## src/rtl/capi_mmio_pkg.sv

```systemverilog
// Shared definitions for the CAPI MMIO read-response path.
//   mmio_state_t : response collector states
//   MMIO_DW      : MMIO data width
//   MMIO_AD_W    : MMIO word-address width
//   odd_par64    : odd parity over a 64-bit word
//   sw_steer     : single-word replication of a 64-bit read word
// Bit 63 of a [63:0] vector corresponds to PSL big-endian bit 0.
package capi_mmio_pkg;

  typedef enum logic {
    IDLE = 1'b0,
    WAIT = 1'b1
  } mmio_state_t;

  localparam int MMIO_DW   = 64;
  localparam int MMIO_AD_W = 24;

  // Odd parity: the parity bit makes the total count of ones odd.
  function automatic logic odd_par64(input logic [MMIO_DW-1:0] d);
    return ~^d;
  endfunction

  // ad23=0 addresses the low word (PSL bits [32:63]), ad23=1 the high
  // word (PSL bits [0:31]); the addressed word is copied into both halves.
  function automatic logic [MMIO_DW-1:0] sw_steer(input logic [MMIO_DW-1:0] d,
                                                  input logic dw,
                                                  input logic ad23);
    if (dw)
      return d;
    else if (ad23)
      return {d[63:32], d[63:32]};
    else
      return {d[31:0], d[31:0]};
  endfunction

endpackage

```

## src/rtl/capi_mmio_pri_sel.sv

```systemverilog
// Lowest-index priority select over N_SRC slave response channels.
//   ack      in  N_SRC       per-channel response pulse
//   data     in  64*N_SRC    per-channel data, channel i at [64*i +: 64]
//   hit      out 1           any channel asserted
//   multi    out 1           more than one channel asserted
//   sel_data out 64          data of the lowest-index asserted channel
module capi_mmio_pri_sel
  import capi_mmio_pkg::*;
#(
  parameter int N_SRC = 4
) (
  input  logic [N_SRC-1:0]         ack,
  input  logic [MMIO_DW*N_SRC-1:0] data,
  output logic                     hit,
  output logic                     multi,
  output logic [MMIO_DW-1:0]       sel_data
);

  always_comb begin
    sel_data = '0;
    // Walk downwards so the lowest asserted index is written last.
    for (int i = N_SRC - 1; i >= 0; i--) begin
      if (ack[i])
        sel_data = data[i*MMIO_DW +: MMIO_DW];
    end
  end

  assign hit = |ack;
  // Clearing the lowest set bit leaves something only if two or more were set.
  assign multi = |(ack & (ack - N_SRC'(1)));

endmodule

```

## src/rtl/capi_mmio_rd_resp.sv

```systemverilog
// Registered MMIO response collector between PSL and N_SRC AFU slaves.
// Tracks one outstanding request, returns the lowest-index slave response
// (with optional single-word replication), forces a fixed response on
// timeout and flags protocol violations.
//   clk, reset_n          clock, async active-low reset
//   ha_mmval/rnw/dw/ad    PSL MMIO request
//   src_ack, src_data     slave response pulses and data
//   ah_mmack/data/datapar registered response to PSL
//   err_timeout/err_proto single-cycle error pulses
//
// state | meaning
// IDLE  | no request outstanding; slave acks are spurious
// WAIT  | request latched, waiting for a slave ack or timeout
module capi_mmio_rd_resp
  import capi_mmio_pkg::*;
#(
  parameter int                 N_SRC    = 4,
  parameter int                 TO_W     = 8,
  parameter int                 TIMEOUT  = 255,
  parameter logic [MMIO_DW-1:0] TO_DATA  = 64'hFFFF_FFFF_FFFF_FFFF,
  parameter bit                 SW_STEER = 1'b1
) (
  input  logic                     clk,
  input  logic                     reset_n,
  input  logic                     ha_mmval,
  input  logic                     ha_mmrnw,
  input  logic                     ha_mmdw,
  input  logic [0:MMIO_AD_W-1]     ha_mmad,
  input  logic [N_SRC-1:0]         src_ack,
  input  logic [MMIO_DW*N_SRC-1:0] src_data,
  output logic                     ah_mmack,
  output logic [MMIO_DW-1:0]       ah_mmdata,
  output logic                     ah_mmdatapar,
  output logic                     err_timeout,
  output logic                     err_proto
);

  localparam bit             TO_EN   = (TIMEOUT != 0);
  localparam logic [TO_W-1:0] TO_LAST = TO_W'(TIMEOUT - 1);
  localparam logic [TO_W-1:0] CNT_MAX = {TO_W{1'b1}};

  mmio_state_t        state, state_nxt;
  logic [TO_W-1:0]    cnt, cnt_nxt;
  logic               lat_rnw, lat_dw, lat_ad23;
  logic               rnw_nxt, dw_nxt, ad23_nxt;
  logic               ack_nxt, par_nxt, to_nxt, proto_nxt;
  logic [MMIO_DW-1:0] data_nxt;

  logic               sel_hit, sel_multi;
  logic [MMIO_DW-1:0] sel_data;

  // Only the word-select bit of the address matters for the response.
  logic unused_ad;
  assign unused_ad = ^ha_mmad[0:MMIO_AD_W-2];

  capi_mmio_pri_sel #(.N_SRC(N_SRC)) u_pri_sel (
    .ack      (src_ack),
    .data     (src_data),
    .hit      (sel_hit),
    .multi    (sel_multi),
    .sel_data (sel_data)
  );

  always_ff @(posedge clk or negedge reset_n) begin
    if (!reset_n) begin
      state        <= IDLE;
      cnt          <= '0;
      lat_rnw      <= 1'b0;
      lat_dw       <= 1'b0;
      lat_ad23     <= 1'b0;
      ah_mmack     <= 1'b0;
      ah_mmdata    <= '0;
      ah_mmdatapar <= 1'b1;
      err_timeout  <= 1'b0;
      err_proto    <= 1'b0;
    end else begin
      state        <= state_nxt;
      cnt          <= cnt_nxt;
      lat_rnw      <= rnw_nxt;
      lat_dw       <= dw_nxt;
      lat_ad23     <= ad23_nxt;
      ah_mmack     <= ack_nxt;
      ah_mmdata    <= data_nxt;
      ah_mmdatapar <= par_nxt;
      err_timeout  <= to_nxt;
      err_proto    <= proto_nxt;
    end
  end

  always_comb begin
    state_nxt = state;
    cnt_nxt   = cnt;
    rnw_nxt   = lat_rnw;
    dw_nxt    = lat_dw;
    ad23_nxt  = lat_ad23;
    ack_nxt   = 1'b0;
    data_nxt  = ah_mmdata;
    to_nxt    = 1'b0;
    proto_nxt = 1'b0;

    case (state)
      IDLE: begin
        if (sel_hit)
          proto_nxt = 1'b1;
        if (ha_mmval) begin
          rnw_nxt   = ha_mmrnw;
          dw_nxt    = ha_mmdw;
          ad23_nxt  = ha_mmad[MMIO_AD_W-1];
          cnt_nxt   = '0;
          state_nxt = WAIT;
        end
      end
      WAIT: begin
        // A second request while one is outstanding is dropped.
        if (ha_mmval)
          proto_nxt = 1'b1;
        if (sel_hit) begin
          ack_nxt = 1'b1;
          if (!lat_rnw)
            data_nxt = '0;
          else if (SW_STEER)
            data_nxt = sw_steer(sel_data, lat_dw, lat_ad23);
          else
            data_nxt = sel_data;
          if (sel_multi)
            proto_nxt = 1'b1;
          state_nxt = IDLE;
        end else if (TO_EN && (cnt == TO_LAST)) begin
          ack_nxt   = 1'b1;
          data_nxt  = lat_rnw ? TO_DATA : '0;
          to_nxt    = 1'b1;
          state_nxt = IDLE;
        end else if (cnt != CNT_MAX) begin
          cnt_nxt = cnt + TO_W'(1);
        end
      end
      default: state_nxt = IDLE;
    endcase

    par_nxt = odd_par64(data_nxt);
  end

endmodule

```

## config.mk

```make
export PLATFORM = sky130hd
export DESIGN_NAME = capi_mmio_rd_resp
export DESIGN_NICKNAME = d
export VERILOG_FILES = /design/src/rtl/capi_mmio_pkg.sv /design/src/rtl/capi_mmio_pri_sel.sv /design/src/rtl/capi_mmio_rd_resp.sv
export SDC_FILE = /design/constraint.sdc
export NUM_CORES = 1
export LEC_CHECK = 0
export BUFFER_PORTS_ARGS = -buffer_cell sky130_fd_sc_hd__buf_2
export CORE_ASPECT_RATIO = 0.5
export CORE_UTILIZATION = 46
export CTS_CLUSTER_DIAMETER = 40
export DETAILED_ROUTE_END_ITERATION = 10
export GPL_TIMING_DRIVEN = 0
export PLACE_DENSITY = 0.9
export SYNTH_ARGS = -nofsm -noshare
export SYNTH_HDL_FRONTEND = slang
export SYNTH_SLANG_ARGS = --single-unit
```

## constraint.sdc

```tcl
create_clock -name clk -period 3.85 [get_ports clk]
set_clock_uncertainty 0.2 [all_clocks]
set_input_delay 0.1925 -clock clk [delete_from_list [all_inputs] [get_ports clk]]
set_output_delay 0.1925 -clock clk [all_outputs]
set_load 0.05 [all_outputs]
```

======== After elaboration in Yosys (flattened, before gate mapping) ========
Cells that the tools add are included.
storage, ports and cells
  word-level logic and storage cells ...... 54
  input port bits ......................... 289
  output and inout port bits .............. 68
  flip-flop bits (word level) ............. 80
cells by class
  eq/ne operators ......................... 6
  reduce and logical (&&, ||, !) cells .... 5
  muxes and demuxes ....................... 29
  $add $sub $neg .......................... 2
  bitwise operators ....................... 2
operators with widths
  kind                                                   number
  2-to-1 mux 64 bit                                      11
  XNOR reduction 64 bit                                  1
  2-to-1 mux 8 bit                                       4
  case mux 8 bit (2 select lines)                        1
  2-to-1 mux 1 bit                                       11
  adder 8 x 1 -> 8 bit, second input constant            1
  == test 8 bit, second input constant                   1
  inequality test 8 bit, second input constant           1
  OR reduction 4 bit                                     2
  inequality test 2 bit, second input constant           3
  bitwise AND 4 bit                                      1
  case mux 1 bit (2 select lines)                        2
  AND reduction 4 bit                                    1
  subtractor 4 x 1 -> 4 bit, second input constant       1
  inequality test 2 x 1 -> 1 bit, second input constant  1
  AND reduction 2 bit                                    1
  inverter 1 bit                                         1

======== Depth between registers and ports, before layout ========
Gate-level depths: netlist of the first run.
  word-level depth ........................ 10
  gate-level depth with buffers ........... 16
  depth with buffers taken out ............ 12

======== Modules after synthesis ========
A second synthesis of the first run with hierarchy kept.
unflattened totals
  cell total of the unflattened synthesis .. 759
  area, all modules ....................... 6587.6 um^2
modules (own cells, without submodules)
  module             times used  area each (um^2)  cells an instance
  capi_mmio_rd_resp  1           5013.6            521
  capi_mmio_pri_sel  1           1574.0            238

======== Worst setup path after synthesis of the first run ========
No wires, ideal clock.
  path kind ............................... reg2reg
  from .................................... reg cnt[0]
  to ...................................... reg ah_mmdatapar
  arrival time ............................ 3125 ps
  setup time .............................. 90 ps
  cell stages (with the launch flop) ...... 15
  slack ................................... 435 ps
  cell sequence ........................... dfrtp_1 -> inv_1 -> ha_1 -> nand4_1 -> or3_1 -> nor2_4 -> buf_4 -> buf_4 -> buf_4 -> buf_2 -> a221o_1 -> xnor3_1 -> xnor2_1 -> xnor2_1 -> xnor3_1
between the ends
  word-level cells in the longest chain between the ends .. 5
RTL lines
  what                    RTL line                  source
  from (decl)             capi_mmio_rd_resp.sv:43   logic [TO_W-1:0] cnt, cnt_nxt;
  from (signal assigned)  capi_mmio_rd_resp.sv:78   cnt <= cnt_nxt;
  == test 8 bit           capi_mmio_rd_resp.sv:128  end else if (TO_EN && (cnt == TO_LAST)) begin
  2-to-1 mux 64 bit       capi_mmio_rd_resp.sv:128
  2-to-1 mux 64 bit       capi_mmio_rd_resp.sv:117  if (sel_hit) begin
  2-to-1 mux 64 bit       capi_mmio_rd_resp.sv:101  case (state)
  named net data_nxt[13]  capi_mmio_rd_resp.sv:47   logic [MMIO_DW-1:0] data_nxt;
  XNOR reduction 64 bit   capi_mmio_pkg.sv:20       return ~^d;
  named net par_nxt       capi_mmio_rd_resp.sv:46   logic ack_nxt, par_nxt, to_nxt, proto_nxt;
  to (signal assigned)    capi_mmio_rd_resp.sv:84   ah_mmdatapar <= par_nxt;
  to (decl)               capi_mmio_rd_resp.sv:33   output logic ah_mmdatapar,
The timed path passes the listed nets, and every way through them passes these cells.
A chain may end at the register's enable or synchronous reset.

======== Worst setup path in the final report of the first run ========
  from .................................... reg state
  to ...................................... reg ah_mmdatapar
between the ends
  word-level cells in the longest chain between the ends .. 2
RTL lines
  what                    RTL line                  source
  from (decl)             capi_mmio_rd_resp.sv:42   mmio_state_t state, state_nxt;
  from (signal assigned)  capi_mmio_rd_resp.sv:77   state <= state_nxt;
  2-to-1 mux 64 bit       capi_mmio_rd_resp.sv:101
  named net data_nxt[22]  capi_mmio_rd_resp.sv:47
  XNOR reduction 64 bit   capi_mmio_pkg.sv:20
  named net par_nxt       capi_mmio_rd_resp.sv:46
The timed path passes the listed nets, and every way through them passes these cells.

==> results of run 1 <==
==> path summary, 6_finish.rpt <==
kind	to	slack [ps]	cells past startpoint
setup / recovery	ah_mmdatapar	40	9
hold / removal	cnt[6]	20	2
setup reg to reg	ah_mmdatapar	40	9
hold reg to reg	ah_mmdata[25]	330	1
max in group asynchronous	ah_mmdatapar	2800	3
min in group clk	ah_mmdata[20]	130	5
==> kinds of logic after synthesis <==
group                      share of synthesized area
AOI/OAI and AO/OA                              0.284
muxes                                         0.0375
DFF                                            0.299
adders and majority gates                    0.00523
xor gates and xnor gates                       0.105
and+or+nand+nor                                0.186
buffers and inverters                         0.0833
==> final cells by class <==
cell class              count  area, sq um  area share
multi-input cells         531         4230       0.465
clock buffers              10          239      0.0263
repair buffers            343         1780       0.196
plain buffers              69          448      0.0492
clock inverters             6         47.5     0.00523
well taps                 192          240      0.0264
flip-flops and latches     80         2000       0.220
inverters                  29          109      0.0120
==> stage by stage <==
stage / total power, W / utilization / cells / cell area (sq um)
finish: 0.00507 / 0.655 / 1260 / 9100
global route: 0.00520 / 0.655 / 1260 / 9100
CTS: 0.00497 / 0.650 / 1258 / 9020
detailed placement: 0.00408 / 0.621 / 1236 / 8630
global placement: 0.00403 / 0.619 / 1235 / 8600
floorplan: 0.00332 / - / 712 / 6700
==> power groups by stage <==
stage                     Combinational [W]  Clock, W  Sequential (W)
final                               0.00306  0.000850         0.00116
after CTS                           0.00297  0.000845         0.00115
after global placement              0.00286         0         0.00116
after global routing                0.00315  0.000881         0.00117
after detailed placement            0.00291         0         0.00117
after floorplan                     0.00160         0         0.00172
==> metal layers <==
| layer | part of all wire | wire length [um] |
|---|---|---|
| met1 | 0.41 | 12400 |
| met5 | 0 | 0 |
| met3 | 0.096 | 2890 |
| met4 | 0.030 | 890 |
| met2 | 0.46 | 13900 |
==> synthesized netlist by cell type (all sizes together), types with 13 or more instances <==
cell type | count | area [sq um]
nand3b | 37 | 278
clkbuf | 17 | 63.8
mux2i | 15 | 150
inv | 29 | 109
xnor2 | 21 | 184
nand2 | 73 | 274
o221ai | 34 | 304
a221oi | 18 | 158
xnor3 | 16 | 360
buf | 55 | 385
o22ai | 41 | 257
nor2 | 18 | 77.6
dfrtp | 79 | 1980
xor2 | 13 | 114
nor3b | 20 | 150
nor2b | 30 | 188
a221o | 43 | 433
a211o | 24 | 210
a311o | 20 | 200
a21oi | 36 | 180
==> worst max-delay path, stage by stage, from the launching register on <==
cell and delay (ps):
sky130_fd_sc_hd__dfrtp_1 510, sky130_fd_sc_hd__nand2_1 240, sky130_fd_sc_hd__nor2_2 450, sky130_fd_sc_hd__nand2_1 410, sky130_fd_sc_hd__o22ai_1 410, sky130_fd_sc_hd__a211o_1 190
sky130_fd_sc_hd__xnor2_1 150, sky130_fd_sc_hd__xnor3_1 360, sky130_fd_sc_hd__xnor3_1 390, sky130_fd_sc_hd__xnor3_1 400
==> cell usage in the layout, fill, tap and decap left out, drive strengths merged, types with 18 or more instances in the layout <==
| master | n |
|---|---|
| nor2b | 30 |
| a221oi | 18 |
| nand2 | 73 |
| a311o | 20 |
| clkbuf | 25 |
| o221ai | 34 |
| nand3b | 37 |
| inv | 33 |
| a221o | 43 |
| buf | 392 |
| o22ai | 41 |
| nor3b | 20 |
| xnor2 | 21 |
| dfrtp | 79 |
| a21oi | 36 |
| nor2 | 18 |
| a211o | 24 |
==> flip-flops by register name, indices dropped and copies added, names as in the netlist <==
signal / flops
lat_dw: 1
lat_rnw: 1
ah_mmack: 1
err_timeout: 1
lat_ad23: 1
cnt: 8
ah_mmdatapar: 1
state: 1
err_proto: 1
ah_mmdata: 64
==> repair_timing <==
action / CTS / global route
setup endpoints to repair: 1 / 1
buffers inserted: 2 / 4
endpoints found under the hold margin: 87 / 0
pin swaps: 3 / 5
hold buffers: 5 / 0
gates resized for setup: 10 / 10
==> Implementation_results.wiki, run 1 <==
{| class="wikitable"
! Metric !! Value
|-
| Critical path type || reg -> reg
|-
| Area of the die || 15100 sq um
|-
| Vias per cell || 6.41
|-
| DR DRC count || 0
|-
| Number of port buffers || 331
|-
| Met2 capacity usage during global routing || 0.640
|-
| Synthesized area per cell || 9.41 sq um
|-
| Placer Congestion || 1.01
|-
| Y dimension of the die || 87.3 um
|-
| F_max || 0.263 GHz
|-
| Top-level port count || 357
|-
| Combinational group share of total power || 0.603
|-
| Number of antenna diodes || 0
|-
| Global-route usage over all layers || 0.390
|-
| Clock Pin Slew Worst Setup and Hold Paths || 70 ps
|-
| Via count of the first global-routing pass || 7728
|-
| Clock network fraction of design power || 0.168
|-
| Switching power share of the total || 0.424
|-
| Final-layout fill cell count || 1175
|-
| Met1 track utilization from global routing || 0.521
|-
| Max Transition Viols Final || 0
|-
| 1st-iter DRT viols || 1009
|-
| FFs w/ async S/R, synth || 1.00
|-
| Fraction of the yosys area taken by sequential cells || 0.299
|-
| Area growth from synthesis to final layout || 35.8%
|-
| Clock sink total || 80
|-
| Sum of routed wire length over all layers || 30100 um
|-
| Count of standard-cell rows || 30
|-
| Half-perimeter wire length after placement || 23700 um
|-
| Met3 global-route usage || 0.0764
|-
| Root Buffer || sky130_fd_sc_hd__clkbuf_16
|-
| Worst slew margin || 0.463
|-
| 1st-pass router iterations || 5
|-
| Number of distinct library cells after synthesis || 58
|-
| Final number of setup-violating endpoints || 0
|-
| Maximum vdd drop || 0.627 mV
|-
| Critical Path Fanout Max || 10
|-
| Antenna viol nets, final || 0
|-
| WP data required || 3900 ps
|-
| Power density over cell area || 558 nW/um^2
|-
| Predominant post-synthesis flop cell || sky130_fd_sc_hd__dfrtp_1
|-
| Post-synth EDFFs || 0
|-
| Cell internal pwr || 0.00292 W
|-
| Post-placement setup slack || -289 ps
|-
| Minimum clock period after layout || 3810 ps
|-
| Layout cell share with drive strength beyond 1 || 0.417
|-
| Number of buffers inserted during clock tree synthesis || 9
|-
| Max_cap viols || 0
|-
| Most crowded layer after global routing || met2
|-
| Wire length of the first global-routing pass || 44300 um
|-
| H-Tree Depth || 3
|-
| Sequential cell fraction of total power || 0.229
|-
| Run status || complete, no violations
|-
| Maximum clock insertion buffer count || 2
|-
| Netlist Area Pre-Place || 6700 sq um
|-
| Overall via count from detail_route || 8078
|-
| NetSw || 0.00215 W
|-
| Net count after synthesis || 1003
|-
| Antenna violations before repair || 0
|-
| Total grt overflow || 0
|-
| Critical path launch point type || register
|-
| Initial standard-cell utilization of the core || 0.482
|-
| LEAKAGE || 4.60 nW
|-
| Synthesized instance count || 712
|-
| Final setup margin || 41.6 ps
|-
| Critical R2R Launch || state
|-
| Number of storage elements in the synthesis netlist || 80
|-
| Pin count of the biggest net entering global routing || 71
|-
| Count of final hold-check violations || 0
|-
| Source-to-sink clock delay at the later pin of the worst-skew pair || 350 ps
|-
| Warnings from Yosys || 0
|-
| Worst hold-check path type || in -> async
|-
| Nets@finish || 1354
|-
| WP data arrival || 3860 ps
|-
| Mean routed wirelength per cell || 23.9 um
|-
| Die outline width || 173 um
|-
| Critical Path Start || state
|-
| Slew @ Worst Pin || 803 ps
|-
| Endpoint type of the worst setup path || register
|-
| Core Area || 13900 sq um
|-
| Hold Worst Slack || 20.2 ps
|-
| Final Cycle Share || 0.989
|-
| CTS tree || built
|-
| Setup tns final || 0 ps
|}
(Power assumes the default switching activity.)
==> run 2, diff against run 1 <==
Settings changed: GPL_TIMING_DRIVEN 0 to default.
==> run 2 against run 1 <==
  * The run now ends with negative setup slack left
  * Wire length decreased by 4.1%
  * Power increased by 0.17%
  * Sequential power about the same
  * Utilization decreased by 0.89 points
  * Clock power increased by 5.3%
  * Design area decreased by 1.4%
  * Critical path type unchanged
  * Critical endpoint unchanged
==> Implementation_results.wiki, run 2 (synthesis results as in run 1) <==
{| class="wikitable"
! Metric !! Value
|-
| Run status || finished with violations (was complete, no violations)
|-
| DR DRC count || 0 (unchanged)
|-
| Endpoint type of the worst setup path || register (unchanged)
|-
| Worst slew margin || 0.301 (was 0.463)
|-
| Slowest-stage cell, CP || sky130_fd_sc_hd__dfrtp_1 (unchanged)
|-
| Nets@finish || 1323 (was 1354)
|-
| Overall via count from detail_route || 7755 (was 8078)
|-
| Vias per cell || 6.31 (was 6.41)
|-
| Final Cycle Share || 1.01 (was 0.989)
|-
| Largest registers ranked by flip-flop count || ah_mmdata: 64 flops, cnt: 8 flops (unchanged)
|-
| Pin count of the biggest net entering global routing || 81 (was 71)
|-
| Final core utilization || 0.646 (was 0.655)
|-
| Clock Pin Slew Worst Setup and Hold Paths || 60 ps (was 70 ps)
|-
| Critical path type || reg -> reg (unchanged)
|-
| Final-layout fill cell count || 1138 (was 1175)
|-
| Via count of the first global-routing pass || 7339 (was 7728)
|-
| Max Transition Viols Final || 0 (unchanged)
|-
| 1st-pass router iterations || 6 (was 5)
|-
| Clock sink total || 80 (unchanged)
|-
| Antenna violations before repair || 0 (unchanged)
|-
| Leading cell type in the layout, fill and taps excluded || sky130_fd_sc_hd__buf_2 (unchanged)
|-
| Count of non-filler cells in the finished layout || 1229 (was 1260)
|-
| Placer Congestion || 0.981 (was 1.01)
|-
| Root Buffer || sky130_fd_sc_hd__clkbuf_16 (unchanged)
|-
| Number of buffers inserted during clock tree synthesis || 9 (unchanged)
|-
| Core Area || 13900 sq um (unchanged)
|-
| Half-perimeter wire length after placement || 21700 um (was 23700 um)
|-
| Buffers & Inverters on Critical Path || 0 (unchanged)
|-
| Y dimension of the die || 87.3 um (unchanged)
|-
| Total grt overflow || 0 (unchanged)
|-
| WP data required || 3930 ps (was 3900 ps)
|-
| Most frequent cells in the layout || sky130_fd_sc_hd__buf_2 (332), sky130_fd_sc_hd__dfrtp_1 (79), sky130_fd_sc_hd__nand2_1 (73) (was sky130_fd_sc_hd__buf_2 (358), sky130_fd_sc_hd__dfrtp_1 (78), sky130_fd_sc_hd__nand2_1 (73))
|-
| F_max || 0.258 GHz (was 0.263 GHz)
|-
| Number of antenna diodes || 0 (unchanged)
|-
| Die outline width || 173 um (unchanged)
|-
| Total placed cells including tap cells || 1196 (was 1236)
|-
| Initial standard-cell utilization of the core || 0.482 (unchanged)
|-
| Count of standard-cell rows || 30 (unchanged)
|-
| LEAKAGE || 4.51 nW (was 4.60 nW)
|-
| Slew @ Worst Pin || 1050 ps (was 803 ps)
|-
| Antenna viol nets, final || 0 (unchanged)
|-
| Failing checks || negative setup slack
|-
| Critical path launch point type || register (unchanged)
|-
| Maximum clock insertion buffer count || 2 (unchanged)
|-
| Kind of cell adding the most delay to the critical path || XOR/XNOR gates (unchanged)
|-
| Worst hold-check path type || in -> reg (was in -> async)
|-
| Power density over cell area || 566 nW/um^2 (was 558 nW/um^2)
|-
| Final number of setup-violating endpoints || 1 (was 0)
|-
| Ordered cell list for the critical path || nand2_1, nor2_2, nand2_1, o22ai_1, or3_1, xnor3_1, xnor2_1, xnor3_1, xnor3_1 (was nand2_1, nor2_2, nand2_1, o22ai_1, a211o_1, xnor2_1, xnor3_1, xnor3_1, xnor3_1)
|-
| Layout cell share with drive strength beyond 1 || 0.408 (was 0.417)
|-
| Maximum vdd drop || 0.488 mV (was 0.627 mV)
|-
| Flip-flop count of the largest register after layout || 64 (unchanged)
|-
| Wire length of the first global-routing pass || 42200 um (was 44300 um)
|-
| Final setup margin || -19.3 ps (was 41.6 ps)
|-
| Mean routed wirelength per cell || 23.5 um (was 23.9 um)
|-
| 1st-iter DRT viols || 855 (was 1009)
|-
| Minimum clock period after layout || 3870 ps (was 3810 ps)
|-
| Sum of routed wire length over all layers || 28800 um (was 30100 um)
|-
| Source-to-sink clock delay at the later pin of the worst-skew pair || 340 ps (was 350 ps)
|-
| Area of the die || 15100 sq um (unchanged)
|-
| CTS tree || built (unchanged)
|-
| Critical Path Fanout Max || 10 (unchanged)
|-
| Largest register by flop count || ah_mmdata (unchanged)
|-
| Max_cap viols || 0 (unchanged)
|-
| Area growth from synthesis to final layout || 34.0% (was 35.8%)
|-
| Global-route usage over all layers || 0.370 (was 0.390)
|-
| Count of final hold-check violations || 0 (unchanged)
|-
| Top-level port count || 357 (unchanged)
|-
| Number of port buffers || 333 (was 331)
|-
| Critical path's most frequent cell || sky130_fd_sc_hd__xnor3_1 (unchanged)
|-
| Worst stage delay on the critical path || 540 ps (was 510 ps)
|-
| WP data arrival || 3950 ps (was 3860 ps)
|-
| H-Tree Depth || 3 (unchanged)
|}
## run 2: changes by cell type in the layout (fill, tap and decap cells not counted), moves of 3 or more
cell / previous run / this run
sky130_fd_sc_hd__buf_2: 358 / 332
sky130_fd_sc_hd__buf_4: 16 / 37
sky130_fd_sc_hd__buf_6: 16 / 1
sky130_fd_sc_hd__clkbuf_1: 15 / 1
sky130_fd_sc_hd__xnor2_1: 13 / 21
sky130_fd_sc_hd__xnor2_2: 8 / 0
sky130_fd_sc_hd__buf_12: 0 / 4
sky130_fd_sc_hd__inv_6: 3 / 0
## run 2: area by class of cell
cell class | count | area, sq um | area share
inverters | 29 | 109 | 0.0121
clock inverters | 4 | 52.6 | 0.00586
flip-flops and latches | 80 | 2000 | 0.223
well taps | 192 | 240 | 0.0268
multi-input cells | 531 | 4180 | 0.466
repair buffers | 381 | 2130 | 0.237
clock buffers | 12 | 256 | 0.0286
## run 2: path summary, 6_finish.rpt
path / from / to / slack, ps / cells past startpoint
setup / recovery: state / ah_mmdatapar / -20 / 9
hold reg to reg: ah_mmdata[25] / ah_mmdata[25] / 310 / 1
setup reg to reg: state / ah_mmdatapar / -20 / 9
min in group asynchronous: reset_n / cnt[6] / 350 / 2
max in group asynchronous: reset_n / ah_mmdata[37] / 2400 / 2
hold / removal: src_data[10] / ah_mmdata[10] / 170 / 5
## run 2: worst min-delay path, delay by kind of cell
family	cells	cell delay, ps
compound gates	2	280
simple gates	2	110
buf+inv	1	80
## run 2: per-layer routing
metal / GRT usage / vias up / part of all wire
li1: - / 3391 / -
met1: 0.465 / 3765 / 0.39
met3: 0.0886 / 82 / 0.10
met4: 0.152 / 0 / 0.040
met2: 0.622 / 517 / 0.47
met5: 0 / - / 0
## run 2: per-stage QoR
step	hold WS, ps	setup WS [ps]	instance area (sq um)	total power, W	setup TNS, ps
2_1_floorplan	-303	435	6700	0.00332	0
3_3_place_gp	207	187	8440	0.00396	0
3_5_place_dp	224	136	8440	0.00402	0
4_1_cts	171	47.8	8800	0.00500	0
5_1_grt	204	-102	8970	0.00521	-102
6_report	169	-19.3	8970	0.00508	-19.3
## run 2: power breakdown
part / switching [W] / total, W / internal (W)
clock: 0.000355 / 0.000895 / 0.000539
combinational: 0.00165 / 0.00302 / 0.00137
sequential: 0.000129 / 0.00117 / 0.00104
## run 2: what timing repair did
item	in CTS	in global routing
setup buffers	0	10
hold buffers	5	0
hold endpoints to repair	87	0
gates resized for setup	0	9
endpoints found under the setup margin	0	1
==> run 3, diff against run 2 <==
Settings changed: CELL_PAD_IN_SITES_DETAIL_PLACEMENT from default to 2, CELL_PAD_IN_SITES_GLOBAL_PLACEMENT from default to 2, CORE_ASPECT_RATIO 0.5 to default, CORE_UTILIZATION 46 to 26, PLACE_DENSITY 0.9 to 0.91.
==> run 3 against run 2 <==
  * The flow now finishes without violations
  * Critical path depth grew 4
  * Maximum frequency grew 2.9%
  * Utilization shrank 28 points
  * Non-clock buffer count grew 15
  * Global-route usage shrank 11 points
  * Final cell count grew 13%
  * Critical path type unchanged
==> Implementation_results.wiki, run 3 (synthesis results as in run 1) <==
{| class="wikitable"
! Metric !! Value
|-
| Hold depth || 4 (was 5)
|-
| Minimum clock period after layout || 3760 ps (was 3870 ps)
|-
| Maximum vdd drop || 0.575 mV (was 0.488 mV)
|-
| Y dimension of the die || 163 um (was 87.3 um)
|-
| Overall via count from detail_route || 7732 (was 7755)
|-
| Antenna violations before repair || 4 (was 0)
|-
| Worst hold-check path type || in -> reg (unchanged)
|-
| Vias per cell || 5.59 (was 6.31)
|-
| Antenna viol nets, final || 0 (unchanged)
|-
| Final Cycle Share || 0.977 (was 1.01)
|-
| CTS tree || built (unchanged)
|-
| WP data arrival || 3820 ps (was 3950 ps)
|-
| Critical path launch point type || register (unchanged)
|-
| Source-to-sink clock delay at the later pin of the worst-skew pair || 350 ps (was 340 ps)
|-
| Clock sink total || 80 (unchanged)
|-
| Placer Congestion || 0.838 (was 0.981)
|-
| 1st-pass router iterations || 4 (was 6)
|-
| Met2 capacity usage during global routing || 0.475 (was 0.622)
|-
| Via count of the first global-routing pass || 8464 (was 7339)
|-
| Placed Area || 8800 sq um (was 8440 sq um)
|-
| Run status || complete, no violations (was finished with violations)
|-
| Critical path type || reg -> reg (unchanged)
|-
| Count of final hold-check violations || 0 (unchanged)
|-
| Area growth from synthesis to final layout || 39.7% (was 34.0%)
|-
| Layout cell share with drive strength beyond 1 || 0.419 (was 0.408)
|-
| Area of the die || 26400 sq um (was 15100 sq um)
|-
| F_max || 0.266 GHz (was 0.258 GHz)
|-
| Half-perimeter wire length after placement || 27000 um (was 21700 um)
|-
| 1st-iter DRT viols || 404 (was 855)
|-
| Worst reg-to-reg setup slack || 90 ps (was -20 ps)
|-
| Count of standard-cell rows || 58 (was 30)
|-
| Beginning of the worst hold path || src_data[38] (was src_data[10])
|-
| Maximum clock insertion buffer count || 2 (unchanged)
|-
| WP data required || 3910 ps (was 3930 ps)
|-
| Most frequent cells in the layout || sky130_fd_sc_hd__buf_2 (331), sky130_fd_sc_hd__dfrtp_1 (78), sky130_fd_sc_hd__nand2_1 (73) (was sky130_fd_sc_hd__buf_2 (332), sky130_fd_sc_hd__dfrtp_1 (79), sky130_fd_sc_hd__nand2_1 (73))
|-
| Number of buffers inserted during clock tree synthesis || 9 (unchanged)
|-
| Nets@finish || 1338 (was 1323)
|-
| Global-route usage over all layers || 0.260 (was 0.370)
|-
| Initial standard-cell utilization of the core || 0.265 (was 0.482)
|-
| Most crowded layer after global routing || met2 (unchanged)
|-
| Max Transition Viols Final || 0 (unchanged)
|-
| Post-route cell area || 9360 sq um (was 8970 sq um)
|-
| Endpoint type of the worst setup path || register (unchanged)
|-
| Die outline width || 163 um (was 173 um)
|-
| Pin count of the biggest net entering global routing || 89 (was 81)
|-
| Total grt overflow || 0 (unchanged)
|-
| Largest register by flop count || ah_mmdata (unchanged)
|-
| Power density over cell area || 562 nW/um^2 (was 566 nW/um^2)
|-
| Top-level port count || 357 (unchanged)
|-
| Sink of the worst hold path || ah_mmdata[6] (was ah_mmdata[10])
|-
| Wire length of the first global-routing pass || 51100 um (was 42200 um)
|-
| Mean routed wirelength per cell || 25.6 um (was 23.5 um)
|-
| Max_cap viols || 0 (unchanged)
|-
| Largest registers ranked by flip-flop count || ah_mmdata: 64 flops, cnt: 8 flops (unchanged)
|-
| Met3 global-route usage || 0.0573 (was 0.0886)
|-
| Final setup margin || 89.3 ps (was -19.3 ps)
|-
| Leading cell type in the layout, fill and taps excluded || sky130_fd_sc_hd__buf_2 (unchanged)
|-
| Post-placement setup slack || 26.8 ps (was 136 ps)
|-
| LEAKAGE || 4.61 nW (was 4.51 nW)
|-
| Met1 track utilization from global routing || 0.288 (was 0.465)
|-
| Slew @ Worst Pin || 1120 ps (was 1050 ps)
|-
| Sum of routed wire length over all layers || 35500 um (was 28800 um)
|-
| Depth of the most critical reg-to-reg path || 13 (was 9)
|-
| Clock Pin Slew Worst Setup and Hold Paths || 70 ps (was 60 ps)
|-
| Critical Path Fanout Max || 12 (was 10)
|-
| Core Area || 25300 sq um (was 13900 sq um)
|-
| Number of port buffers || 333 (unchanged)
|-
| Critical R2R Capture || ah_mmdatapar (unchanged)
|-
| Final number of setup-violating endpoints || 0 (was 1)
|-
| Worst slew margin || 0.256 (was 0.301)
|-
| Flip-flop count of the largest register after layout || 64 (unchanged)
|-
| Root Buffer || sky130_fd_sc_hd__clkbuf_16 (unchanged)
|-
| Critical R2R Launch || cnt[0] (was state)
|-
| DR DRC count || 0 (unchanged)
|-
| H-Tree Depth || 3 (unchanged)
|}
-- run 3: cell types whose count changed in the layout (fill, tap and decap cells not counted), sizes merged --
cell	previous run	this run
buf	374	389
clkbuf	14	11
diode	0	3
bufinv	1	3
clkinv	3	1
bufbuf	0	1
clkinvlp	0	1
-- run 3: stage by stage --
| stage | power, W | setup TNS, ps | util | hold WS, ps | cells |
|---|---|---|---|---|---|
| 3_5_place_dp | 0.00422 | 0 | 0.348 | 233 | 1349 |
| 6_report | 0.00526 | 0 | 0.371 | 167 | 1384 |
| 5_1_grt | 0.00548 | -19.3 | 0.371 | 193 | 1383 |
| 2_1_floorplan | 0.00332 | 0 | - | -303 | 712 |
| 3_3_place_gp | 0.00414 | 0 | 0.348 | 228 | 1349 |
| 4_1_cts | 0.00527 | 0 | 0.366 | 136 | 1372 |
-- run 3: worst max path at each step --
| stage | to | cells after the start | start |
|---|---|---|---|
| floorplan | ah_mmdatapar | 14 | cnt[0] |
| global placement | ah_mmdatapar | 11 | src_ack[0] |
| detailed placement | ah_mmdatapar | 13 | cnt[0] |
| CTS | ah_mmdatapar | 13 | cnt[0] |
| global route | ah_mmdatapar | 14 | cnt[0] |
| finish | ah_mmdatapar | 13 | cnt[0] |
-- run 3: area by class of cell --
| class | count | area [sq um] |
|---|---|---|
| Fill cell | 2900 | 15900 |
| Multi-Input combinational cell | 531 | 4210 |
| Timing Repair Buffer | 396 | 2280 |
| Sequential cell | 80 | 2000 |
| Tap cell | 330 | 413 |
| Clock buffer | 10 | 229 |
| Inverter | 29 | 109 |
| Clock inverter | 5 | 106 |
| Antenna cell | 3 | 7.51 |
-- run 3: worst max-delay path, cell delays in order, from the launching register on --
cell	delay [ps]
sky130_fd_sc_hd__dfrtp_2	450
sky130_fd_sc_hd__inv_2	90
sky130_fd_sc_hd__ha_1	190
sky130_fd_sc_hd__nand4_1	150
sky130_fd_sc_hd__or3_4	430
sky130_fd_sc_hd__nor2_4	160
sky130_fd_sc_hd__buf_12	160
sky130_fd_sc_hd__buf_4	130
sky130_fd_sc_hd__a211o_1	150
sky130_fd_sc_hd__xor2_1	210
sky130_fd_sc_hd__xnor3_1	370
sky130_fd_sc_hd__xnor3_1	380
sky130_fd_sc_hd__xnor3_1	210
sky130_fd_sc_hd__xnor3_1	380
-- run 3: power breakdown --
group / switching [W] / internal, W / leakage (nW)
Combinational: 0.00166 / 0.00143 / 3.42
Sequential: 0.000130 / 0.00104 / 1.04
Clock: 0.000369 / 0.000632 / 0.159
Total: 0.00216 / 0.00310 / 4.61
-- run 3: per-layer routing --
metal,wire length [um],up-vias
met5,0,-
met4,1420,0
met3,2040,67
met2,18300,314
met1,13700,3934
li1,-,3417
-- run 3: repair_timing --
| action | 4_1_cts | 5_1_grt |
|---|---|---|
| hold buffers | 5 | 0 |
| setup buffers | 2 | 9 |
| endpoints found under the hold margin | 87 | 0 |
| cloned | 1 | 0 |
| pin swaps | 5 | 7 |
| resized for setup | 4 | 7 |
| endpoints found under the setup margin | 1 | 1 |
